File: src/rtl/counter_7seg_mux.sv
// Multi-digit BCD/hex up/down counter with a time-multiplexed, active-low
// seven-segment driver that scans one digit at a time onto a shared bus.
module counter_7seg_mux #(
    parameter int DIGITS   = 4,
    parameter int HEX      = 0,
    parameter int SCAN_DIV = 1000
) (
    input  logic                  clk,
    input  logic                  rst,
    input  logic                  en,
    input  logic                  up,
    input  logic                  load,
    input  logic [4*DIGITS-1:0]   load_val,
    output logic [4*DIGITS-1:0]   count,
    output logic                  wrap,
    output logic [6:0]            dout,
    output logic [DIGITS-1:0]     an
);

    localparam int         SW   = (SCAN_DIV > 1) ? $clog2(SCAN_DIV) : 1;
    localparam int         IW   = (DIGITS > 1) ? $clog2(DIGITS) : 1;
    localparam logic [3:0] MAXD = (HEX != 0) ? 4'hF : 4'h9;

    logic [SW-1:0]       scan_cnt;
    logic [IW-1:0]       idx;
    logic [4*DIGITS-1:0] step_val;
    logic [4*DIGITS-1:0] load_fix;
    logic                all_max;
    logic                all_zero;
    logic                carry;
    logic [3:0]          digit;
    logic [3:0]          cur;

    // Ripple carry/borrow through the digits; the wrap flags fall out of the same walk.
    always_comb begin
        step_val = count;
        load_fix = load_val;
        all_max  = 1'b1;
        all_zero = 1'b1;
        carry    = 1'b1;
        digit    = 4'h0;
        for (int i = 0; i < DIGITS; i++) begin
            digit = count[4*i +: 4];
            if (digit != MAXD) all_max = 1'b0;
            if (digit != 4'h0) all_zero = 1'b0;
            if (carry) begin
                if (up) begin
                    if (digit == MAXD) begin
                        step_val[4*i +: 4] = 4'h0;
                    end else begin
                        step_val[4*i +: 4] = digit + 4'h1;
                        carry = 1'b0;
                    end
                end else begin
                    if (digit == 4'h0) begin
                        step_val[4*i +: 4] = MAXD;
                    end else begin
                        step_val[4*i +: 4] = digit - 4'h1;
                        carry = 1'b0;
                    end
                end
            end
            if (HEX == 0 && load_val[4*i +: 4] > 4'h9) load_fix[4*i +: 4] = 4'h9;
        end
    end

    always_ff @(posedge clk or negedge rst) begin
        if (!rst) begin
            count <= '0;
            wrap  <= 1'b0;
        end else if (load) begin
            count <= load_fix;
            wrap  <= 1'b0;
        end else if (en) begin
            count <= step_val;
            wrap  <= up ? all_max : all_zero;
        end else begin
            wrap  <= 1'b0;
        end
    end

    always_ff @(posedge clk or negedge rst) begin
        if (!rst) begin
            scan_cnt <= '0;
            idx      <= '0;
        end else if (scan_cnt == SW'(SCAN_DIV - 1)) begin
            scan_cnt <= '0;
            idx      <= (idx == IW'(DIGITS - 1)) ? '0 : idx + 1'b1;
        end else begin
            scan_cnt <= scan_cnt + 1'b1;
        end
    end

    always_comb begin
        cur = 4'h0;
        an  = '1;
        for (int i = 0; i < DIGITS; i++) begin
            if (idx == IW'(i)) begin
                cur   = count[4*i +: 4];
                an[i] = 1'b0;
            end
        end
        case (cur)
            4'h0:    dout = 7'b1000000;
            4'h1:    dout = 7'b1111001;
            4'h2:    dout = 7'b0100100;
            4'h3:    dout = 7'b0110000;
            4'h4:    dout = 7'b0011001;
            4'h5:    dout = 7'b0010010;
            4'h6:    dout = 7'b0000010;
            4'h7:    dout = 7'b1111000;
            4'h8:    dout = 7'b0000000;
            4'h9:    dout = 7'b0010000;
            4'hA:    dout = 7'b0001000;
            4'hB:    dout = 7'b0000011;
            4'hC:    dout = 7'b1000110;
            4'hD:    dout = 7'b0100001;
            4'hE:    dout = 7'b0000110;
            default: dout = 7'b0001110;
        endcase
    end

endmodule

File: config.mk
export PLATFORM = sky130hd
export DESIGN_NAME = counter_7seg_mux
export DESIGN_NICKNAME = d
export VERILOG_FILES = /design/src/rtl/counter_7seg_mux.sv
export SDC_FILE = /design/constraint.sdc
export NUM_CORES = 1
export LEC_CHECK = 0
export CAP_MARGIN = 15
export CORE_AREA = 2 2 86 55
export CTS_BUF_LIST = sky130_fd_sc_hd__clkbuf_4 sky130_fd_sc_hd__clkbuf_8
export CTS_CLUSTER_SIZE = 40
export DETAILED_ROUTE_END_ITERATION = 10
export DIE_AREA = 0 0 88 57
export DONT_BUFFER_PORTS = 1
export PLACE_DENSITY = 0.91
export SETUP_SLACK_MARGIN = 0.2
export SYNTH_ARGS = -nofsm -noshare
export SYNTH_HDL_FRONTEND = slang
export SYNTH_SLANG_ARGS = --single-unit
export TNS_END_PERCENT = 30
File: constraint.sdc
create_clock -name clk -period 2.7 [get_ports clk]
set_input_delay 0.27 -clock clk [delete_from_list [all_inputs] [get_ports clk]]
set_output_delay 0.27 -clock clk [all_outputs]
set_load 0.03 [all_outputs]
==> summary by stage <==
Power and ir drop
IR analysis of the VDD net gives a maximum drop of between 0.2 and 0.3 mV. The leakage power is ~1.3 nW. For this design the ratio of total power to cell area is 491 nW/µm².

Logic synthesis
The count of state elements after synthesis is 29. The biggest area contributor in the post-synthesis netlist is sky130_fd_sc_hd__dfrtp_1. In the post-synthesis netlist, the cell with the most instances is sky130_fd_sc_hd__o21ai_0. The proportion of synthesized flip-flops having asynchronous set or reset is 100%. By area the synthesized netlist is led by sky130_fd_sc_hd__dfrtp_1 28%, sky130_fd_sc_hd__o21ai_0 6.1%, sky130_fd_sc_hd__ha_1 5.7%, sky130_fd_sc_hd__xnor2_1 4.0%, sky130_fd_sc_hd__mux2i_1 3.4%.

The number of nets produced by synthesis is 360. The commonest cells after synthesis are 32 x sky130_fd_sc_hd__o21ai_0, 29 x sky130_fd_sc_hd__dfrtp_1, 24 x sky130_fd_sc_hd__nor2_1, 23 x sky130_fd_sc_hd__nand2_1, 19 x sky130_fd_sc_hd__inv_1. Summing the sequential cell areas from Yosys gives 27.6% of the chip area. Yosys mapped a number of flops with a built-in enable equal to 0. After synthesis, the netlist uses 57 different library cells.

The mapped cell area is ~2600 µm². The count of mapped cells out of synthesis is ~330. The average instance area after synthesis is 8.04 µm². The top-area cell type share of the netlist area is between 20% and 30%. The warning count from the yosys run is 0. In the synthesized netlist the dominant register cell turns out to be sky130_fd_sc_hd__dfrtp_1.

Die
The floorplan has 19 rows. The vertical die dimension is 57 µm. The x dimension of the die is between 80 and 90 µm. The area of the core is roughly 4300 µm². The full die area is between 5000 and 6000 µm². The effective utilization at floorplan is about three fifths. The number of top-level design ports is 49.

Finish
The antenna cell count is 0. The share of final-layout standard cells stronger than drive strength 1 is about 31%. The area growth from synthesis to layout is 25.9%. The filler cells instantiated in the layout total between 200 and 300.

The total non-filler cell area in the finished layout is 3310 µm². For this run, the number of standard cells in the final layout without fillers is approximately 420. The total number of nets in the final design is 388.

Timing
Adding up every negative setup slack in the final design gives -0.0340 ns. The worst pin sits at a relative slew slack of roughly 59%. The number of hold violations in the final report was 0. Setup repair after global routing could not meet its margin everywhere.

The maximum clock skew at final layout is about 0.011 ns. The ratio of final minimum period to clock period is 101%. The fmax is ~370 MHz. Setup violations remaining at the end of the flow were counted as 3. Setup slack on the critical path of the routed design comes to -0.0143 ns. For the pin with the worst max-slew slack, the measured transition is just over 0.6 ns. The max-slew violation count is 0. The shortest period the worst path allows is 2.71 ns.

Outcome
The flow ran to the end, but the final reports show violations. The checks that failed: negative setup slack.

Setup path
The type of the worst setup path is reg2out. At the worst endpoint, the required time is around 2.4 ns. The worst path arrival time is 2.44 ns. Of all nets on the critical path, the largest fanout is 6. STA classifies the critical path endpoint as an output port. The critical path launch point type is a register.

Clock tree
The maximum clock path buffer count is 2. The tree is rooted in a sky130_fd_sc_hd__clkbuf_8. The CTS buffer count is 5.

The TritonCTS clock tree is built. The total number of H-tree levels is 2. Clock-pin slew was measured on the worst setup and hold paths at 0.07 ns. The later-pin clock latency in the skew report is between 0.2 and 0.3 ns.

The total clock sinks is 29.

Global routing
The pin count of the biggest net entering global routing is 48. Across every metal layer, demand over resource in global routing totals between 30% and 40%. The first global-routing pass estimated between 10000 and 15000 µm of wire. The via count of the first global-routing pass is approximately 2600. The initial antenna violation count is 0. Global routing finished with a remaining overflow of 0.

Drt
For this run, design rule violations remaining after detail routing come to 0. The first TritonRoute pass finished after 5 iterations. In the routed layout, each cell is associated on average with a via count of a little under 7. The routed design has about 9000 µm of wire. The average routed wire per standard cell is between 20 and 25 µm. The count of routing violations after the opening detailed-route iteration is ~550. The count of vias placed by the detailed router is approximately 2800. In this run the remaining antenna-violating nets after routing total 0.

Placement
The placed instances occupy a cell area of 2770 µm². The half-perimeter wire length of the detailed placement result is slightly below 5000 µm. The global placement routability congestion is slightly above 1. The count of placed standard cells including taps is between 300 and 400. The count of port buffers added during placement is 0.

Min path
The worst hold path belongs to the class in2reg.

Flow run
The tool flagged a number of max-cap violations equal to 0.
-- cell type report --
type	count	area, µm²	share of cell area [%]
inverters	19	78.8	2.38
multi-input cells	251	1910	57.8
well taps	63	78.8	2.38
flip-flops and latches	29	728	22.0
repair buffers	49	407	12.3
clock buffers	5	68.8	2.08
clock inverters	2	35.0	1.06
-- final timing paths --
check / from / to / slack [ns] / cells after the start
max reg2reg: scan_cnt[0]$_DFF_PN0_ / idx[1]$_DFFE_PN0N_ / 0.67 / 6
max: idx[1]$_DFFE_PN0N_ / dout[4] / -0.01 / 10
min reg2reg: scan_cnt[0]$_DFF_PN0_ / scan_cnt[0]$_DFF_PN0_ / 0.46 / 1
max in group asynchronous: rst / idx[1]$_DFFE_PN0N_ / 2.10 / 2
min in group asynchronous: rst / count[0]$_DFFE_PN0P_ / 0.42 / 2
min: load / wrap$_DFF_PN0_ / 0.06 / 1
-- layout by cell type, fill, tap and decap left out, types with 9 or more instances in the layout --
cell | netlist | routed
sky130_fd_sc_hd__dfrtp_1 | 29 | 27
sky130_fd_sc_hd__nor2_1 | 24 | 23
sky130_fd_sc_hd__nand2_1 | 23 | 22
sky130_fd_sc_hd__nor3_1 | 12 | 12
sky130_fd_sc_hd__nand3b_1 | 9 | 9
sky130_fd_sc_hd__xnor2_1 | 12 | 12
sky130_fd_sc_hd__buf_4 | 2 | 39
sky130_fd_sc_hd__o21ai_0 | 32 | 29
sky130_fd_sc_hd__mux2i_1 | 9 | 9
sky130_fd_sc_hd__inv_1 | 19 | 12
sky130_fd_sc_hd__a21oi_1 | 12 | 10
-- kinds of logic after synthesis --
family                   share of synthesized area (%)
flip-flops                                        27.6
adder cells (fa/ha/maj)                           5.71
multiplexers                                      5.42
AO/OA/AOI/OAI                                     23.4
AND/OR/NAND/NOR                                   24.9
XOR/XNOR                                          5.33
buffers and inverters                             7.66
-- flip-flops by register name, indices dropped and copies added, names as in the netlist --
name	cells
idx	2
wrap	1
count	16
scan_cnt	10
-- repair_timing --
| action | in CTS | in global routing |
|---|---|---|
| endpoints found under the hold margin | 29 | 0 |
| setup endpoints to repair | 7 | 7 |
| pin swaps | 9 | 11 |
| setup buffers | 13 | 8 |
| hold buffers | 2 | 0 |
| gates resized for setup | 33 | 31 |
| gates cloned | 1 | 0 |
-- through the flow --
step	power (mW)	utilization, %	worst slack, ns	hold slack [ns]
final	1.63	76.9	-0.0143	0.0614
after global routing	1.68	76.9	-0.0432	0.0593
after CTS	1.53	72.8	0.186	0.0557
after detailed placement	1.04	64.3	0.191	-0.0246
after global placement	1.02	64.3	0.363	-0.0244
after floorplan	0.917	-	0.0854	-0.0256
-- worst max-delay path: stages (launching register included) --
cell and delay [ns]:
sky130_fd_sc_hd__dfrtp_2 0.45, sky130_fd_sc_hd__buf_6 0.14, sky130_fd_sc_hd__ha_4 0.18, sky130_fd_sc_hd__a211oi_2 0.28, sky130_fd_sc_hd__o21ai_2 0.11, sky130_fd_sc_hd__o311a_4 0.17
sky130_fd_sc_hd__buf_6 0.14, sky130_fd_sc_hd__ha_4 0.17, sky130_fd_sc_hd__mux2i_1 0.17, sky130_fd_sc_hd__o22ai_1 0.13, sky130_fd_sc_hd__buf_4 0.20
-- per-layer routing --
| metal | GRT usage, % | vias up | part of all wire, % |
|---|---|---|---|
| li1 | - | 1230 | - |
| met1 | 48.2 | 1322 | 39 |
| met2 | 49.1 | 263 | 44 |
| met3 | 9.26 | 34 | 13 |
| met4 | 7.25 | 0 | 3.5 |
| met5 | 0 | - | 0 |
-- report_power, final --
group,internal [mW],switching (mW)
sequential,0.461,0.0377
clock,0.268,0.185
combinational,0.256,0.418
total,0.985,0.640
Note: power is estimated with default switching activity, not from simulation.
